$ cat src/rtl/conv2d_mem_if.sv
// conv2d_mem_if: request stream to block-RAM adapter with credit-limited in-order read response FIFO
module conv2d_mem_if #(
   parameter int DWIDTH     = 32,
   parameter int AWIDTH     = 14,
   parameter int MEM_LAT    = 2,
   parameter int RESP_DEPTH = 4
) (
   input  logic              clk,
   input  logic              rst,
   input  logic [31:0]       req_addr,
   input  logic              req_valid,
   output logic              req_ready,
   input  logic [DWIDTH-1:0] req_data,
   input  logic              req_write,
   output logic [DWIDTH-1:0] resp_data,
   output logic              resp_valid,
   input  logic              resp_ready,
   output logic [AWIDTH-1:0] ram_addr,
   output logic              ram_en,
   output logic              ram_we,
   output logic [DWIDTH-1:0] ram_din,
   input  logic [DWIDTH-1:0] ram_dout,
   output logic              idle,
   output logic              addr_err
);
   localparam int CW = $clog2(RESP_DEPTH) + 1;
   localparam int PW = $clog2(RESP_DEPTH);
   logic [CW-1:0]     outst, cnt;
   logic [MEM_LAT-1:0] tv, to;
   logic [DWIDTH-1:0] q [RESP_DEPTH];
   logic              in_range, accept, rd_acc, pop, push;
   logic [PW-1:0]     wi;
   logic [DWIDTH-1:0] push_data;
   assign in_range   = req_addr[31:AWIDTH] == '0;
   assign req_ready  = !rst & (req_write | (outst < CW'(RESP_DEPTH)));
   assign accept     = req_valid & req_ready;
   assign rd_acc     = accept & !req_write;
   assign ram_en     = accept & in_range;
   assign ram_we     = ram_en & req_write;
   assign ram_addr   = req_addr[AWIDTH-1:0];
   assign ram_din    = req_data;
   assign resp_valid = cnt != '0;
   assign resp_data  = q[0];
   assign pop        = resp_valid & resp_ready;
   assign push       = tv[MEM_LAT-1];
   assign push_data  = to[MEM_LAT-1] ? '0 : ram_dout;
   // credits guarantee the FIFO is not full whenever a tag reaches the last stage
   assign wi         = cnt[PW-1:0] - PW'(pop);
   assign idle       = outst == '0;
   always_ff @(posedge clk) begin
      if (rst) begin
         outst    <= '0;
         cnt      <= '0;
         tv       <= '0;
         to       <= '0;
         addr_err <= 1'b0;
      end else begin
         tv[0] <= rd_acc;
         to[0] <= !in_range;
         for (int i = 1; i < MEM_LAT; i++) begin
            tv[i] <= tv[i-1];
            to[i] <= to[i-1];
         end
         if (pop)
            for (int i = 0; i < RESP_DEPTH - 1; i++) q[i] <= q[i+1];
         if (push) q[wi] <= push_data;
         cnt   <= cnt + CW'(push) - CW'(pop);
         outst <= outst + CW'(rd_acc) - CW'(pop);
         if (accept & !in_range) addr_err <= 1'b1;
      end
   end
endmodule

$ cat config.mk
export PLATFORM = sky130hd
export DESIGN_NAME = conv2d_mem_if
export DESIGN_NICKNAME = d
export VERILOG_FILES = /design/src/rtl/conv2d_mem_if.sv
export SDC_FILE = /design/constraint.sdc
export NUM_CORES = 1
export LEC_CHECK = 0
export ABC_CLOCK_PERIOD_IN_PS = 4500
export CAP_MARGIN = 10
export CORE_ASPECT_RATIO = 0.8
export CORE_MARGIN = 2
export CORE_UTILIZATION = 33
export DETAILED_ROUTE_END_ITERATION = 12
export PLACE_DENSITY = 0.68
export SETUP_SLACK_MARGIN = 0.15
export SLEW_MARGIN = 20
export SYNTH_ARGS = -nofsm -noshare
export SYNTH_HDL_FRONTEND = slang
export SYNTH_SLANG_ARGS = --single-unit
$ cat constraint.sdc
create_clock -name clk -period 4.5 [get_ports clk]
set_input_delay 0.45 -clock clk [delete_from_list [all_inputs] [get_ports clk]]
set_output_delay 0.45 -clock clk [all_outputs]
set_load 0.05 [all_outputs]
==> impl_metrics.csv, run 1 <==
group,metric,value,unit
placement,post_dp_cell_area,0.00688,mm^2
setup_path,crit_path_max_incr_delay,0.82,ns
final_layout,final_area,0.00744,mm^2
synth,ys.flop_type,"edfxtp_1",
die,die_w,156,um
cts,path_clk_slew,0.05,ns
synth,muxShareOfSynthArea,0,%
route,top_layer_used,"met4",
synth,synth.most_common_cell,"edfxtp_1",
synth,synth_top_family_by_area,"simple AND/OR/NAND/NOR gates",
timing,min_period,3.14,ns
timing,fmax,0.318,GHz
route,vias_per_cell,4.53,
global_route,grt-ovfl-total,0,
power_and_ir_drop,seq_power_share,44.6,%
synth,synthXorXnorAreaFrac,0.719,%
power_and_ir_drop,p_sw,1.05,mW
power_and_ir_drop,pwr-share-clk,34.8,%
synth,synth_compound_area_share,8.07,%
synth,synthSimpleGateAreaFrac,12.7,%
global_route,antenna_found_initial,0,
synth,ys_seq_area_share,66.7,%
setup_path,path_max_fanout,4,
timing,relSlewSlack,35.8,%
power_and_ir_drop,irDropWorstVdd,231,uV
timing,setup_viol,0,
cts,cts_setup_buffers,0,
power_and_ir_drop,power_frac_comb,20.5,%
route,drtIter0Drc,249,
hold_path,hp-class,"register to register",
synth,synth_area,0.00609,mm^2
power_and_ir_drop,switching_share,27.5,%
cts,cts_buffers,17,
final_layout,num_antenna_cells,0,
synth,synthDistinctLibCells,30,
synth,postSynthAreaPerCell,11.7,um^2
timing,finalHoldViolations,0,
setup_path,critical-path-top-delay-family,"buffers and inverters",
die,core,0.0181,mm^2
power_and_ir_drop,power_density,514,mW/mm^2
route,drc,0,
synth,syn_inst,522,
final_layout,area_delta_synth_final,22.3,%
setup_path,cp-end-kind,"output port",
setup_path,cp_slowest_cell,"clkdlybuf4s50_1",
die,initial_core_util,33.6,%
timing,fin_setup_tns,0,ns
synth,synth.top_cell.area_share,63.1,%
setup_path,crit_top_cell,"clkdlybuf4s50_1",
global_route,grt_pass1_wl,18300,um
die,die_y,126,um
synth,synth.top_cells.by_area,"edfxtp_1, o21ai_0, nand2_1",
timing,slew_violations,0,
synth,synth_seq_cells,139,
route,antenna_left,0,
route,drt_wl_total,11500,um
final_layout,drive_gt1_share,6.59,%
timing,fin_crit_sh,69.9,%
timing,hold_ws,0.442,ns
route,dr_wl_met2,6100,um
cts,hold_buffers,0,
die,top_level_ports,185,
placement,numPortBuffers,92,
run,cap_viol_max_count,0,
route,met3_length,713,um
setup_path,crit_chain,"clkdlybuf4s50_1 -> or4_4 -> nor4_4 -> nor3b_2 -> clkdlybuf4s50_1",
cts,cts_sinks,139,
synth,synth_fp_nets,630,
route,dr.pass1.iters,5,
die,rows,44,
setup_path,worstPathArrival,2.69,ns
timing,finalClockSkew,0.00800,ns
route,routedWlPerCell,14.2,um
global_route,track_usage,12.3,%
power_and_ir_drop,power.leakage,2.91,nW
synth,synth-edff-count,128,
route,wl_met1,4490,um
cts,cts.path.max_buffers,2,
setup_path,timing.critical_path.buf_inv,2,
timing,worstMarginPinSlew,0.962,ns
synth,synthAdderAreaFrac,1.68,%
setup_path,crit_type,"input port to output port",
synth,ys_async_sr_fraction,0,%
synth,yosysTopAreaCell,"edfxtp_1",
placement,place.gp.congestion,0.705,
global_route,grt_max_degree,65,
cts,clock_latency,0.41,ns
timing,rsz0062_at_grt,"no",
synth,ys_warn_count,0,
cts,cts_tree,"yes",
status,status,"finished, final reports clean",
setup_path,worstSetupStartpointType,"input port",
power_and_ir_drop,power_report.internal_total,2.77,mW
die,dieArea,0.0196,mm^2
synth,synthTopCellsByCount,"edfxtp_1, nand2_1, o21ai_0",
cts,htreeDepth,4,
cts,cts_resized,0,
global_route,grt_pass1_vias,3749,
placement,dp_hpwl,7880,um
setup_path,cp_data_required_time,4.05,ns
route,vias,3659,
final_layout,finalNetCount,673,
cts,root_buffer,"clkbuf_16",
-- routing by layer --
metal	global-route usage [%]	up-vias
met5	0	-
met1	13.4	1719
met2	21.6	115
li1	-	1808
met4	5.34	0
met3	4.51	17
-- power by group through the flow --
stage          combinational, mW  sequential [mW]  clock (mW)
2_1_floorplan              0.454             1.89           0
3_3_place_gp               0.766             1.73           0
3_5_place_dp               0.795             1.73           0
4_1_cts                    0.799             1.71        1.36
5_1_grt                    0.858             1.72        1.41
6_report                   0.786             1.71        1.33
-- logic make-up (layout without fill, tap and decap cells) --
kind of cell,count (synthesis),count (layout)
buffers and inverters,113,168
xor gates and xnor gates,5,5
AOI/OAI and AO/OA,98,98
DFF,139,139
and+or+nand+nor,160,160
adders and majority gates,7,7
-- flip-flops by register name (all words and copies together) (netlist names) --
signal and count:
cnt 3, q 128, to 2, tv 2
outst 3, addr_err 1
-- cell type report --
type / count / area, um^2
multi-input cells: 270 / 1430
repair buffers: 95 / 943
clock inverters: 12 / 130
clock buffers: 19 / 433
flip-flops and latches: 139 / 4060
inverters: 42 / 158
fillers: 1667 / 10700
well taps: 230 / 288
-- worst register-to-register path, stage by stage (launching register included) --
cell	delay, ns
dfxtp_1	0.35
or3_1	0.41
and2_1	0.22
ha_1	0.20
xnor2_1	0.44
nand2_2	0.40
nand2_2	0.71
-- final timing paths --
check,cells past startpoint,startpoint,end,slack (ns)
setup / recovery,5,req_addr[16],ram_we,1.36
hold / removal,1,to[0]$_SDFF_PP0_,to[1]$_SDFF_PP0_,0.44
setup reg to reg,6,cnt[1]$_SDFF_PP0_,q[1][28]$_DFFE_PP_,1.39
hold reg to reg,1,to[0]$_SDFF_PP0_,to[1]$_SDFF_PP0_,0.44
-- stage by stage --
step / utilization [%] / setup WS (ns) / power (mW) / std cells
finish: 41.1 / 1.36 / 3.82 / 807
global route: 41.1 / 1.12 / 3.99 / 807
CTS: 41.1 / 1.35 / 3.87 / 807
detailed placement: 38.0 / 1.27 / 2.53 / 776
global placement: 38.0 / 1.34 / 2.50 / 776
floorplan: - / 0.889 / 2.35 / 522
-- cells in the final DEF (no fill, tap or decap), drive strengths merged --
cell type | netlist | layout
xnor2 | 4 | 4
nor3 | 1 | 1
a21oi | 1 | 1
clkinv | 0 | 9
nor2b | 7 | 7
or3 | 1 | 1
buf | 60 | 3
nand3b | 1 | 1
inv | 42 | 42
nand2 | 102 | 102
clkdlybuf4s50 | 0 | 92
o21ai | 96 | 96
nor2 | 4 | 4
dfxtp | 11 | 11
fa | 2 | 2
nor3b | 2 | 2
nor4 | 4 | 4
or4 | 1 | 1
nand2b | 33 | 33
edfxtp | 128 | 128
clkbuf | 11 | 19
o22ai | 1 | 1
nand3 | 2 | 2
xor2 | 1 | 1
and3b | 1 | 1
bufinv | 0 | 3
and2 | 1 | 1
ha | 5 | 5
Note: power is estimated with default switching activity, not from simulation.
==> run 2, diff against run 1 <==
ABC_CLOCK_PERIOD_IN_PS = 2900   (was 4500)
clock period = 2.9 ns   (was 4.5 ns; I/O delays follow)
==> impl_metrics.csv, run 2 (same netlist as run 1, synthesis figures left out) <==
group,metric,value,unit
cts,cts_sinks,139,
setup_path,cp_data_required_time,3.04,ns
setup_path,r2r_end,"q[1][26]$_DFFE_PP_",
die,core,0.0181,mm^2
global_route,grt_pass1_wl,19300,um
die,die_w,156,um
route,routedWlPerCell,14.3,um
timing,relSlewSlack,65.1,%
placement,place.gp.congestion,0.719,
setup_path,path_max_fanout,38,
cts,root_buffer,"clkbuf_16",
setup_path,r2r-start,"cnt[1]$_SDFF_PP0_",
final_layout,fillers,1657,
timing,worstMarginPinSlew,0.522,ns
cts,clock_latency,0.40,ns
setup_path,crit_start,"cnt[1]$_SDFF_PP0_",
setup_path,regToRegSetupSlack,0.41,ns
cts,cts.path.max_buffers,2,
global_route,track_usage,12.9,%
cts,cts_tree,"yes",
die,rows,44,
timing,hold_ws,0.437,ns
setup_path,crit_path_end,"q[1][26]$_DFFE_PP_",
route,vias_per_cell,4.51,
placement,numPortBuffers,92,
timing,fin_setup_tns,0,ns
timing,fmax,0.402,GHz
run,cap_viol_max_count,0,
status,status,"finished, final reports clean",
global_route,grt_max_degree,39,
final_layout,drive_gt1_share,9.35,%
timing,slew_violations,0,
timing,setup_viol,0,
die,top_level_ports,185,
route,drc,0,
timing,fin_crit_sh,85.8,%
cts,hold_buffers,0,
timing,finalClockSkew,0.00919,ns
power_and_ir_drop,power.leakage,3.00,nW
route,drt_wl_total,11700,um
route,drtIter0Drc,225,
cts,cts_buffers,17,
final_layout,largest_register,"q",
timing,rsz0062_at_grt,"no",
hold_path,hp-class,"register to register",
die,die_y,126,um
power_and_ir_drop,irDropWorstVdd,522,uV
final_layout,mostFrequentLayoutCells,"edfxtp_1, nand2_1, o21ai_0",
setup_path,cp-end-kind,"register",
final_layout,num_antenna_cells,0,
global_route,grt_pass1_vias,3878,
route,dr.pass1.iters,5,
final_layout,largest_reg_flops,128,
final_layout,multi_input_area,0.00145,mm^2
setup_path,worstSetupStartpointType,"register",
placement,dp_hpwl,7720,um
global_route,grt-ovfl-total,0,
cts,path_clk_slew,0.06,ns
global_route,antenna_found_initial,0,
final_layout,largestRegisters,"q: 128 flops, cnt: 3 flops, outst: 3 flops",
setup_path,crit_type,"register to register",
setup_path,ff2ff_path_depth,8,
final_layout,layout_commonest_cell,"edfxtp_1",
cts,htreeDepth,4,
power_and_ir_drop,power_density,817,mW/mm^2
timing,finalHoldViolations,0,
final_layout,area_delta_synth_final,25.3,%
route,antenna_left,0,
setup_path,worstPathArrival,2.63,ns
route,vias,3691,
cts,cts_setup_buffers,0,
final_layout,area.sequential,0.00406,mm^2
cts,cts_resized,0,
die,dieArea,0.0196,mm^2
final_layout,finalNetCount,683,
die,initial_core_util,33.6,%
timing,min_period,2.49,ns
run 2: changes by cell type in the layout (fill, tap and decap cells not counted), sizes merged:
| cell | delta |
|---|---|
| buf | +12 |
| inv | +2 |
| clkinvlp | +1 |
| clkinv | -4 |
| clkdlybuf4s50 | -2 |
| bufinv | +2 |
run 2: final cells by class:
cell class	count	share of cell area, %
multi-input cells	270	19.0
flip-flops and latches	139	53.3
clock inverters	13	2.58
inverters	42	2.07
clock buffers	19	5.68
well taps	230	3.77
repair buffers	105	13.6
run 2: per-stage QoR:
step	util [%]	cells	setup slack, ns	instance area [um^2]	power [mW]
after global placement	38.6	786	0.393	6990	3.90
after CTS	42.1	818	0.248	7620	6.29
after detailed placement	38.6	786	0.276	6990	3.95
final	42.1	818	0.412	7630	6.23
after floorplan	-	522	0.265	6120	3.66
after global routing	42.1	818	0.249	7630	6.51
run 2: critical path, stage by stage (launching register included):
cell and delay (ns):
dfxtp_1 0.37, or3_4 0.41, and2_1 0.22, ha_1 0.30, nor3b_1 0.32, nand2_2 0.13
buf_4 0.25, nand2_1 0.11, o21ai_0 0.09
run 2: layer usage:
metal	up-vias	routed length, um	GRT usage, %
li1	1834	-	-
met1	1737	5200	16.1
met2	107	5800	21.0
met3	13	611	3.78
met4	0	91	4.96
met5	-	0	0
run 2: how the worst min path moves through the flow:
stage | end | start | depth (start not counted) | slack (ns)
after global routing | to[1]$_SDFF_PP0_ | to[0]$_SDFF_PP0_ | 1 | 0.47
final | to[1]$_SDFF_PP0_ | to[0]$_SDFF_PP0_ | 1 | 0.44
after floorplan | to[1]$_SDFF_PP0_ | to[0]$_SDFF_PP0_ | 1 | 0.41
after detailed placement | tv[1]$_SDFF_PP0_ | tv[0]$_SDFF_PP0_ | 1 | 0.43
after global placement | to[1]$_SDFF_PP0_ | to[0]$_SDFF_PP0_ | 1 | 0.42
after CTS | tv[1]$_SDFF_PP0_ | tv[0]$_SDFF_PP0_ | 1 | 0.44
run 2: report_power, final:
part,switching [mW],total [mW],internal (mW)
Sequential,0.0934,2.64,2.55
Combinational,0.812,1.27,0.458
Clock,0.798,2.32,1.52
==> run 3, diff against run 2 <==
GPL_TIMING_DRIVEN = 1   (was not set)
==> results of run 3 <==
Final layout, timing and power as in run 2 (identical DEF).
